### config.mk
export PLATFORM = sky130hd
export DESIGN_NAME = ps2_scan_receiver
export DESIGN_NICKNAME = d
export VERILOG_FILES = /design/src/rtl/ps2_scan_receiver.sv
export SDC_FILE = /design/constraint.sdc
export NUM_CORES = 1
export LEC_CHECK = 0
export ABC_CLOCK_PERIOD_IN_PS = 2100
export BUFFER_PORTS_ARGS = -buffer_cell sky130_fd_sc_hd__buf_2
export CAP_MARGIN = 0
export CORE_ASPECT_RATIO = 0.7
export CORE_MARGIN = 2
export CORE_UTILIZATION = 55
export DETAILED_ROUTE_END_ITERATION = 10
export PLACE_DENSITY = 0.76
export SYNTH_ARGS = -nofsm -noshare
export SYNTH_HDL_FRONTEND = slang
export SYNTH_SLANG_ARGS = --single-unit
### constraint.sdc
create_clock -name clk -period 2.1 [get_ports clk]
set_clock_uncertainty 0.15 [all_clocks]
set_input_delay 0.105 -clock clk [delete_from_list [all_inputs] [get_ports clk]]
set_output_delay 0.105 -clock clk [all_outputs]
set_load 0.05 [all_outputs]
### src/rtl/ps2_scan_receiver.sv
// PS/2 keyboard front end: synchronises and deserialises frames, buffers good bytes
// in a small FIFO and tracks make/break codes into a held scan code plus key state.
module ps2_scan_receiver #(
    parameter int unsigned FIFO_AW     = 3,
    parameter int unsigned TIMEOUT_CYC = 5000
) (
    input  logic       clk,
    input  logic       rst,
    input  logic       ps2_clk,
    input  logic       ps2_data,
    output logic [7:0] scan_code,
    output logic       key_down,
    output logic       key_valid,
    output logic       key_release,
    output logic       extended,
    output logic [7:0] key_count,
    output logic       frame_err,
    output logic       overflow
);
    localparam int unsigned DEPTH = 1 << FIFO_AW;
    localparam int unsigned TW    = $clog2(TIMEOUT_CYC + 1);
    localparam logic [0:0]  ST_MAKE  = 1'b0;
    localparam logic [0:0]  ST_BREAK = 1'b1;

    // Synchronisers; reset to the idle-high line level
    logic       c1_q, c2_q, c3_q, d1_q, d2_q;
    logic       fall_c;
    logic [10:0] shift_q, shift_d, frame_c;
    logic [3:0]  cnt_q, cnt_d;
    logic [TW-1:0] tmr_q, tmr_d;
    logic       push_q, push_d, ferr_q, ferr_d;
    logic [7:0] pdata_q, pdata_d;

    assign fall_c  = c3_q & ~c2_q;
    assign frame_c = {d2_q, shift_q[10:1]};

    // Frame deserialiser, checker and mid-frame timeout
    always_comb begin
        shift_d = shift_q;
        cnt_d   = cnt_q;
        tmr_d   = '0;
        push_d  = 1'b0;
        ferr_d  = 1'b0;
        pdata_d = pdata_q;
        if (fall_c) begin
            shift_d = frame_c;
            if (cnt_q == 4'd10) begin
                cnt_d = 4'd0;
                if (!frame_c[0] && frame_c[10] && (^frame_c[9:1])) begin
                    push_d  = 1'b1;
                    pdata_d = frame_c[8:1];
                end else begin
                    ferr_d = 1'b1;
                end
            end else begin
                cnt_d = cnt_q + 4'd1;
            end
        end else if (cnt_q != 4'd0) begin
            if (tmr_q == TW'(TIMEOUT_CYC - 1)) begin
                cnt_d = 4'd0;
            end else begin
                tmr_d = tmr_q + TW'(1);
            end
        end
    end

    always_ff @(posedge clk or posedge rst) begin
        if (rst) begin
            c1_q <= 1'b1; c2_q <= 1'b1; c3_q <= 1'b1;
            d1_q <= 1'b1; d2_q <= 1'b1;
            shift_q <= '0; cnt_q <= '0; tmr_q <= '0;
            push_q <= 1'b0; ferr_q <= 1'b0; pdata_q <= '0;
        end else begin
            c1_q <= ps2_clk; c2_q <= c1_q; c3_q <= c2_q;
            d1_q <= ps2_data; d2_q <= d1_q;
            shift_q <= shift_d; cnt_q <= cnt_d; tmr_q <= tmr_d;
            push_q <= push_d; ferr_q <= ferr_d; pdata_q <= pdata_d;
        end
    end

    // Byte FIFO; extra pointer bit separates full from empty
    logic [7:0]       mem_q [DEPTH];
    logic [FIFO_AW:0] wr_q, rd_q;
    logic             empty_c, full_c, pop_c, wr_en_c, ovf_q;
    logic [7:0]       byte_q;
    logic             byte_vld_q;

    assign empty_c = (wr_q == rd_q);
    assign full_c  = (wr_q[FIFO_AW] != rd_q[FIFO_AW]) &&
                     (wr_q[FIFO_AW-1:0] == rd_q[FIFO_AW-1:0]);
    assign pop_c   = !empty_c;
    assign wr_en_c = push_q && (!full_c || pop_c);

    always_ff @(posedge clk) begin
        if (wr_en_c) mem_q[wr_q[FIFO_AW-1:0]] <= pdata_q;
    end

    always_ff @(posedge clk or posedge rst) begin
        if (rst) begin
            wr_q <= '0; rd_q <= '0; ovf_q <= 1'b0;
            byte_q <= '0; byte_vld_q <= 1'b0;
        end else begin
            if (wr_en_c) wr_q <= wr_q + (FIFO_AW+1)'(1);
            if (pop_c)   rd_q <= rd_q + (FIFO_AW+1)'(1);
            if (push_q && full_c && !pop_c) ovf_q <= 1'b1;
            byte_vld_q <= pop_c;
            if (pop_c) byte_q <= mem_q[rd_q[FIFO_AW-1:0]];
        end
    end

    // Make/break tracker
    logic [0:0] state_q, state_d;
    logic [7:0] scan_q, scan_d, count_q, count_d;
    logic       down_q, down_d, ext_q, ext_d, extp_q, extp_d;
    logic       kv_q, kv_d, rel_q, rel_d;

    always_comb begin
        state_d = state_q;
        scan_d  = scan_q;
        count_d = count_q;
        down_d  = down_q;
        ext_d   = ext_q;
        extp_d  = extp_q;
        kv_d    = 1'b0;
        rel_d   = 1'b0;
        if (byte_vld_q) begin
            case (state_q)
                ST_MAKE: begin
                    if (byte_q == 8'hE0) begin
                        extp_d = 1'b1;
                    end else if (byte_q == 8'hF0) begin
                        state_d = ST_BREAK;
                    end else if (!(byte_q == scan_q && down_q)) begin
                        scan_d  = byte_q;
                        ext_d   = extp_q;
                        down_d  = 1'b1;
                        kv_d    = 1'b1;
                        count_d = count_q + 8'd1;
                        extp_d  = 1'b0;
                    end
                end
                default: begin
                    if (byte_q == 8'hE0) begin
                        extp_d = 1'b1;
                    end else begin
                        if (byte_q == scan_q) begin
                            down_d = 1'b0;
                            rel_d  = 1'b1;
                        end
                        state_d = ST_MAKE;
                        extp_d  = 1'b0;
                    end
                end
            endcase
        end
    end

    always_ff @(posedge clk or posedge rst) begin
        if (rst) begin
            state_q <= ST_MAKE; scan_q <= '0; count_q <= '0;
            down_q <= 1'b0; ext_q <= 1'b0; extp_q <= 1'b0;
            kv_q <= 1'b0; rel_q <= 1'b0;
        end else begin
            state_q <= state_d; scan_q <= scan_d; count_q <= count_d;
            down_q <= down_d; ext_q <= ext_d; extp_q <= extp_d;
            kv_q <= kv_d; rel_q <= rel_d;
        end
    end

    assign scan_code   = scan_q;
    assign key_down    = down_q;
    assign key_valid   = kv_q;
    assign key_release = rel_q;
    assign extended    = ext_q;
    assign key_count   = count_q;
    assign frame_err   = ferr_q;
    assign overflow    = ovf_q;
endmodule

==> reports/qor.yml, run 1 <==
drive_gt1_frac: 0.298
detail_route.vias_per_cell: 5.64
dieArea_um2: 11800
period_minus_slack_ns: 2.15
preCtsSetupSlack_ns: -0.0289
power_frac_comb: 0.268
dieWidth_um: 129
tns_ns: -0.157
rows: 31
num_io_pins: 26
relSlewSlack: 0.518
area_growth_pct: 19.8
place_area_um2: 6460
synth.distinct_cells: 43
finalCoreUtilization: 0.687
numCtsBuffers: 17
setup_ws_ns: -0.0491
fin_nets: 488
layout_commonest_cell: "dfrtp_1"
drv_cap: 0
clock-sinks: 146
status: "finished with violations"
clkTransAtPathRegs_ns: 0.06
dieHeight_um: 91.4
syn-num-nets: 424
grt_overflow: 0
rsz0062_at_grt: "true"
hp-class: "input pin to flop"
grt_max_degree: 38
crit_path_end_kind: "flop"
sequentialPowerShare: 0.406
path_class: "flop to flop"
synth_edf_count: 64
violations: "setup timing"
syn_area_per_cell_um2: 14.5
initial_utilization: 0.573
first_pass_iters: 5
p_sw_mw: 2.98
antenna_found_initial: 0
crit_fanout: 4
wl_um: 11500
finalMaxSlewViolations: 0
drtIter0Drc: 217
wl_per_cell_um: 18.5
synthCells: 413
design_area_um2: 7190
power_frac_clock: 0.326
n_antenna_cell: 0
setup_viol: 7
max-vdd-ir-drop_mv: 0.752
p_per_area_nw_per_um2: 1280
vias: 3505
p_sw_frac: 0.324
internal_power_mw: 6.21
gp_congestion: 0.817
grt_pass1_vias: 3609
dpl.hpwl_um: 7050
worstPathArrival_ns: 2.29
p_leak_nw: 2.95
core-area_um2: 10500
worst-endpoint-required_ns: 2.24
cts_buffer_depth: 2
ys_ff_latch: 146
synth-async-reset-ratio: 0.562
fmax_ghz: 0.465
final_antenna_net_count: 0
port_buffers: 25
hold_viol: 0
period_share: 1.02
mostFrequentLayoutCells: "71 x dfrtp_1, 64 x edfxtp_1, 56 x nand2_1"
htree_levels: 4
synthFlopType: "dfrtp_1"
ys_seq_area_frac: 0.663
start_kind: "flop"
drc: 0
worst_slew_pin_slew_ns: 0.722
clockRootBuffer: "clkbuf_16"
tritoncts: "built"
grt_pass1_wl_um: 18900
yosys_warnings: 0
syn_area_um2: 6000
grt_usage: 0.214
clock_latency_ns: 0.41
cells in the mapped netlist (3+ instances only):
master,number,share of area
inv_1,9,0.0056
nand2b_1,4,0.0042
dfrtp_1,77,0.32
nor3_1,4,0.0033
nor2_1,25,0.016
a21oi_1,4,0.0033
mux2i_1,9,0.015
xnor2_1,19,0.028
ha_1,7,0.015
clkbuf_1,9,0.0056
and3_1,3,0.0031
o21ai_0,15,0.013
nand3_1,4,0.0033
nor4_1,3,0.0031
nor2b_1,3,0.0031
mux2_2,18,0.034
edfxtp_1,64,0.32
xor2_1,23,0.034
dfstp_2,5,0.022
mux4_2,16,0.060
nor3b_1,3,0.0038
nand2_1,57,0.036
nand4_1,7,0.0073
registers in the layout, summed over array words and instances (netlist names), 8 cells and up:
register,count
pdata_q,8
tmr_q,13
mem_q,64
shift_q,10
key_count,8
scan_code,8
byte_q,8
critical path, stage by stage, from the launching register on:
cell	delay [ns]
dfrtp_1	0.39
xnor2_1	0.18
xnor3_1	0.46
xnor2_2	0.29
nand4_2	0.22
mux2_4	0.36
worst paths after layout:
kind / start / endpoint / slack (ns) / depth (start not counted)
min reg2reg: c1_q / c2_q / 0.20 / 0
min in group asynchronous: rst / tmr_q[4] / 0.20 / 3
max reg2reg: shift_q[8] / pdata_q[4] / -0.05 / 5
min: ps2_clk / c1_q / 0.18 / 2
max: shift_q[8] / pdata_q[4] / -0.05 / 5
max in group asynchronous: rst / d1_q / 0.93 / 4
cell families after synthesis:
family,count (synthesis),synth area share
compound gates,26,0.0260
mux,45,0.114
simple gates,123,0.0996
xor+xnor,44,0.0677
flops,146,0.663
buf+inv,22,0.0154
fa+ha+maj,7,0.0146
through the flow:
stage                     instances  power [mW]  hold slack [ns]
after floorplan                 413        5.54          -0.0405
after global placement          581        6.03           0.0605
after detailed placement        581        6.13           0.0622
after CTS                       619        9.20            0.167
after global routing            622        9.63            0.189
final                           622        9.19            0.185
final cells by class:
type | instances | area, um^2
clock buffer | 21 | 504
tap | 132 | 165
sequential | 146 | 3990
clock inverter | 11 | 97.6
inverter | 9 | 37.5
fill | 695 | 3280
multi-input combinational | 247 | 2010
timing repair buffer | 56 | 390
per-layer routing:
metal | GRT usage | share of wire | vias to the layer above | wire (um)
li1 | - | - | 1606 | -
met1 | 0.294 | 0.43 | 1744 | 4960
met2 | 0.332 | 0.49 | 132 | 5610
met3 | 0.0542 | 0.062 | 23 | 713
met4 | 0.0806 | 0.019 | 0 | 215
met5 | 0 | 0 | - | 0
timing repair:
item	CTS	global route
pin swaps	3	1
gates cloned	1	1
buffers inserted	2	2
setup endpoints to repair	8	33
hold buffers	3	0
endpoints found under the hold margin	32	0
gates resized for setup	1	9
power by group through the flow:
stage	logic [mW]	registers, mW	clock network [mW]
floorplan	1.41	4.13	0
global placement	2.29	3.74	0
detailed placement	2.35	3.78	0
CTS	2.42	3.74	3.04
global route	2.67	3.79	3.16
finish	2.47	3.73	2.99
(Power assumes the default switching activity.)
==> inputs of run 2 (changes only) <==
- SKIP_CTS_REPAIR_TIMING: unset -> 1
==> run 2 against run 1 <==
The flow now finishes without violations. Clock-buffer cell count is the same. Die area unchanged. Critical path depth unchanged. Final cell count fell by 0.64%. Sequential cell count unchanged. Non-clock buffer count decreased by 3.
==> reports/qor.yml, run 2 (synthesis results as in run 1) <==
wl_per_cell_um: 18.4  # was 18.5 um
antenna_found_initial: 0  # unchanged
fmax_ghz: 0.480  # was 0.465 GHz
layout_commonest_cell: "dfrtp_1"  # unchanged
grt_overflow: 0  # unchanged
initial_utilization: 0.573  # unchanged
rows: 31  # unchanged
p_per_area_nw_per_um2: 1280  # about the same
hp-class: "input pin to flop"  # unchanged
cts_buffer_depth: 2  # unchanged
worst-endpoint-required_ns: 2.24  # about the same
r2r-end: "pdata_q[2]"  # was pdata_q[4]
cp-startpoint: "shift_q[5]"  # was shift_q[8]
crit_end: "pdata_q[2]"  # was pdata_q[4]
worst_slew_pin_slew_ns: 0.732  # was 0.722 ns
clock-sinks: 146  # unchanged
path_cells: "xnor2_1 -> xnor3_1 -> xnor2_2 -> nand4_4 -> mux2_2"  # was xnor2_1 -> xnor3_1 -> xnor2_2 -> nand4_2 -> mux2_4
fillers: 703  # was 695
multiInputGateArea_um2: 1990  # was 2010 um^2
seq_area_um2: 3990  # unchanged
drc: 0  # unchanged
n_antenna_cell: 0  # unchanged
dieHeight_um: 91.4  # unchanged
worst_path_max_delay_cell: "xnor3_1"  # unchanged
largest_reg_flops: 64  # unchanged
port_buffers: 25  # unchanged
htree_levels: 4  # unchanged
drtIter0Drc: 180  # was 217
dieArea_um2: 11800  # unchanged
vias: 3500  # was 3505
dieWidth_um: 129  # unchanged
grt_pass1_wl_um: 18600  # was 18900 um
status: "finished, final reports clean"  # was finished with violations
hold_depth: 2  # unchanged
grt_pass1_vias: 3562  # was 3609
crit_fanout: 9  # was 4
start_kind: "flop"  # unchanged
first_pass_iters: 5  # unchanged
final_antenna_net_count: 0  # unchanged
num_io_pins: 26  # unchanged
core-area_um2: 10500  # unchanged
grt_usage: 0.211  # was 0.214
mostFrequentLayoutCells: "71 x dfrtp_1, 64 x edfxtp_1, 56 x nand2_1"  # unchanged
drive_gt1_frac: 0.292  # was 0.298
reg2regPathDepth: 5  # unchanged
wl_um: 11400  # was 11500 um
worstPathArrival_ns: 2.23  # was 2.29 ns
period_share: 0.993  # was 1.02
crit_path_end_kind: "flop"  # unchanged
relSlewSlack: 0.511  # was 0.518
r2r_slack_ns: 0.02  # was -0.05 ns
period_minus_slack_ns: 2.08  # was 2.15 ns
grt_max_degree: 38  # unchanged
area_growth_pct: 19.1  # was 19.8%
timing.rr.start: "shift_q[5]"  # was shift_q[8]
finalMaxSlewViolations: 0  # unchanged
place_area_um2: 6460  # unchanged
p_leak_nw: 2.92  # was 2.95 nW
fin_nets: 484  # was 488
gp_congestion: 0.817  # unchanged
critPathMaxStageDelay_ns: 0.45  # was 0.46 ns
tritoncts: "built"  # unchanged
drv_cap: 0  # unchanged
path_class: "flop to flop"  # unchanged
rsz0062_at_grt: "true"  # unchanged
detail_route.vias_per_cell: 5.66  # was 5.64
numCtsBuffers: 17  # unchanged
hold_viol: 0  # unchanged
design_area_um2: 7150  # was 7190 um^2
clkTransAtPathRegs_ns: 0.06  # about the same
tns_ns: 0  # was -0.157 ns
setup_viol: 0  # was 7
clockRootBuffer: "clkbuf_16"  # unchanged
clock_latency_ns: 0.41  # about the same
max-vdd-ir-drop_mv: 0.735  # was 0.752 mV
dpl.hpwl_um: 7050  # unchanged
==> run 2: stage by stage <==
step	util	worst slack [ns]	power, mW	hold slack [ns]	cells
after floorplan	-	0.000621	5.54	-0.0405	413
after global placement	0.617	0.0638	6.03	0.0605	581
after detailed placement	0.617	-0.0289	6.13	0.0622	581
after CTS	0.674	-0.0404	9.17	-0.375	613
after global routing	0.683	-0.102	9.59	0.189	618
final	0.683	0.0157	9.15	0.184	618
==> run 2: layer usage <==
metal / up-vias / track usage / wire, um
met5: - / 0 / 0
met4: 0 / 0.0752 / 201
met3: 23 / 0.0530 / 734
met2: 138 / 0.328 / 5560
met1: 1743 / 0.292 / 4880
li1: 1596 / - / -
==> run 2: how the worst min path moves through the flow <==
stage          startpoint   end  slack, ns
2_1_floorplan     ps2_clk  c1_q      -0.04
3_3_place_gp      ps2_clk  c1_q       0.06
3_5_place_dp     ps2_data  d1_q       0.06
4_1_cts          ps2_data  d1_q      -0.37
5_1_grt          ps2_data  d1_q       0.19
6_report          ps2_clk  c1_q       0.18
==> run 2: area by class of cell <==
cell class,count,share of cell area
Clock buffer,21,0.0705
Clock inverter,11,0.0137
Inverter,9,0.00525
Multi-Input combinational cell,246,0.278
Sequential cell,146,0.558
Tap cell,132,0.0231
Timing Repair Buffer,53,0.0515
==> run 2: report_power, final <==
part           internal [mW]  switching (mW)  leakage (nW)
Clock                   1.84            1.15         0.295
Combinational           1.01            1.41          1.04
Sequential              3.35           0.390          1.59
==> run 2: worst max-delay path: cells and delay by family, from the launching register on <==
kind	cells	cell delay (ns)
DFF	1	0.42
and+or+nand+nor	1	0.21
xor gates and xnor gates	3	0.84
muxes	1	0.34
==> inputs of run 3 (changes only) <==
- CELL_PAD_IN_SITES_DETAIL_PLACEMENT: unset -> 0
- CELL_PAD_IN_SITES_GLOBAL_PLACEMENT: unset -> 1
- CORE_UTILIZATION: 55 -> 46
==> run 3 against run 2 <==
Power is 0.63% lower. Sequential share of layout area barely moved. Routed wire length decreased by 9.4%. Global-route usage decreased by 5.0 points. Critical path depth unchanged. First-iteration DRC count fell by 11%. Final cell count increased by 4.4%. Hold slack lost 0.00063 ns. Die area grew 19%. Sequential power hardly changed. Combinational power shrank 2%. Clock-buffer cell count increased by 1. Highest routed layer unchanged.
==> reports/qor.yml, run 3 (synthesis results as in run 1) <==
crit_path_end_kind: "flop"  # unchanged
power_frac_comb: 0.259  # was 0.265
dieArea_um2: 14000  # was 11800 um^2
status: "finished, final reports clean"  # unchanged
relSlewSlack: 0.647  # was 0.511
crit_fanout: 9  # unchanged
drive_gt1_frac: 0.286  # was 0.292
core-area_um2: 12600  # was 10500 um^2
drtIter0Drc: 160  # was 180
period_share: 0.996  # was 0.993
cp-startpoint: "shift_q[5]"  # unchanged
post-place-cells: 609  # was 581
layout_commonest_cell: "dfrtp_1"  # unchanged
gp_congestion: 0.747  # was 0.817
dpl.hpwl_um: 6630  # was 7050 um
period_minus_slack_ns: 2.09  # was 2.08 ns
vias: 3289  # was 3500
worst_slew_pin_slew_ns: 0.526  # was 0.732 ns
internal_power_mw: 6.22  # was 6.20 mW
largest_reg_flops: 64  # unchanged
initial_utilization: 0.477  # was 0.573
finalCoreUtilization: 0.568  # was 0.683
area_growth_pct: 19.1  # about the same
grt_overflow: 0  # unchanged
rows: 34  # was 31
dieHeight_um: 99.6  # was 91.4 um
clock-sinks: 146  # unchanged
dieWidth_um: 141  # was 129 um
p_sw_mw: 2.87  # was 2.95 mW
grt_max_degree: 83  # was 38
grt_pass1_vias: 3299  # was 3562
worst-endpoint-required_ns: 2.24  # about the same
tritoncts: "built"  # unchanged
fmax_ghz: 0.478  # was 0.480 GHz
hold_viol: 0  # unchanged
n_antenna_cell: 0  # unchanged
fillers: 1002  # was 703
htree_levels: 4  # unchanged
p_sw_frac: 0.316  # was 0.323
cts_buffer_depth: 2  # unchanged
hp-start: "ps2_clk"  # unchanged
tns_ns: 0  # unchanged
final_antenna_net_count: 0  # unchanged
drv_cap: 0  # unchanged
wl_um: 10300  # was 11400 um
fin_nets: 481  # was 484
finalMaxSlewViolations: 0  # unchanged
hp-class: "input pin to flop"  # unchanged
setup_viol: 0  # unchanged
clkTransAtPathRegs_ns: 0.06  # about the same
timing.rr.start: "shift_q[5]"  # unchanged
grt_usage: 0.162  # was 0.211
p_leak_nw: 2.91  # was 2.92 nW
power_frac_clock: 0.332  # was 0.327
antenna_found_initial: 0  # unchanged
rsz0062_at_grt: "true"  # unchanged
sequentialPowerShare: 0.408  # was 0.409
mostFrequentLayoutCells: "71 x dfrtp_1, 64 x edfxtp_1, 57 x nand2_1"  # was 71 x dfrtp_1, 64 x edfxtp_1, 56 x nand2_1
clock_latency_ns: 0.41  # about the same
numCtsBuffers: 17  # unchanged
preCtsSetupSlack_ns: -0.00717  # was -0.0289 ns
num_io_pins: 26  # unchanged
port_buffers: 25  # unchanged
finalNonFillerCells: 645  # was 618
setup_ws_ns: 0.00829  # was 0.0157 ns
p_per_area_nw_per_um2: 1270  # was 1280 nW/um^2
max-vdd-ir-drop_mv: 0.773  # was 0.735 mV
detail_route.vias_per_cell: 5.10  # was 5.66
clockRootBuffer: "clkbuf_16"  # unchanged
worstPathArrival_ns: 2.23  # about the same
drc: 0  # unchanged
start_kind: "flop"  # unchanged
grt_pass1_wl_um: 17200  # was 18600 um
wl_per_cell_um: 16.0  # was 18.4 um
path_class: "flop to flop"  # unchanged
first_pass_iters: 4  # was 5
==> run 3: cell count changes in the layout (fill, tap and decap cells not counted), sizes merged <==
cell,previous run,this run
buf,50,47
clkbuf,21,22
clkinv,6,5
clkinvlp,3,2
inv,10,11
==> run 3: area by class of cell <==
cell class	instances	area [um^2]	area share
sequential	146	3990	0.557
clock buffer	22	518	0.0724
inverter	9	37.5	0.00525
tap	162	203	0.0283
multi-input combinational	246	1970	0.275
timing repair buffer	50	345	0.0483
clock inverter	10	91.3	0.0128
==> run 3: per-layer routing <==
metal,wire length [um],track usage,vias to the layer above,part of all wire
li1,-,-,1588,-
met1,5270,0.229,1632,0.51
met2,4510,0.236,56,0.44
met3,385,0.0457,13,0.037
met4,136,0.0692,0,0.013
met5,0,0,-,0
==> run 3: power by group through the flow <==
stage | combinational, mW | clock, mW | sequential (mW)
6_report | 2.36 | 3.02 | 3.71
5_1_grt | 2.56 | 3.22 | 3.78
4_1_cts | 2.37 | 3.10 | 3.72
3_5_place_dp | 2.37 | 0 | 3.77
2_1_floorplan | 1.41 | 0 | 4.13
3_3_place_gp | 2.32 | 0 | 3.75
==> run 3: critical path, cell delays in order (launching register included) <==
cell	delay, ns
dfrtp_1	0.42
xnor2_1	0.18
xnor3_1	0.45
xnor2_2	0.23
nand4_4	0.20
mux2_2	0.33
==> run 3: final timing paths <==
path | end | slack [ns] | cells after the start
setup / recovery | pdata_q[2] | 0.008 | 5
hold / removal | c1_q | 0.18 | 2
setup reg to reg | pdata_q[2] | 0.008 | 5
hold reg to reg | c2_q | 0.21 | 0
max in group asynchronous | scan_code[1] | 1.23 | 4
min in group asynchronous | tmr_q[9] | 0.21 | 4
==> run 3: through the flow <==
step / power, mW / hold WS [ns] / area [um^2]
6_report: 9.09 / 0.184 / 7150
5_1_grt: 9.55 / 0.174 / 7150
4_1_cts: 9.19 / -0.384 / 7090
3_5_place_dp: 6.14 / 0.0622 / 6480
3_3_place_gp: 6.07 / 0.0610 / 6480
2_1_floorplan: 5.54 / -0.0405 / 6020
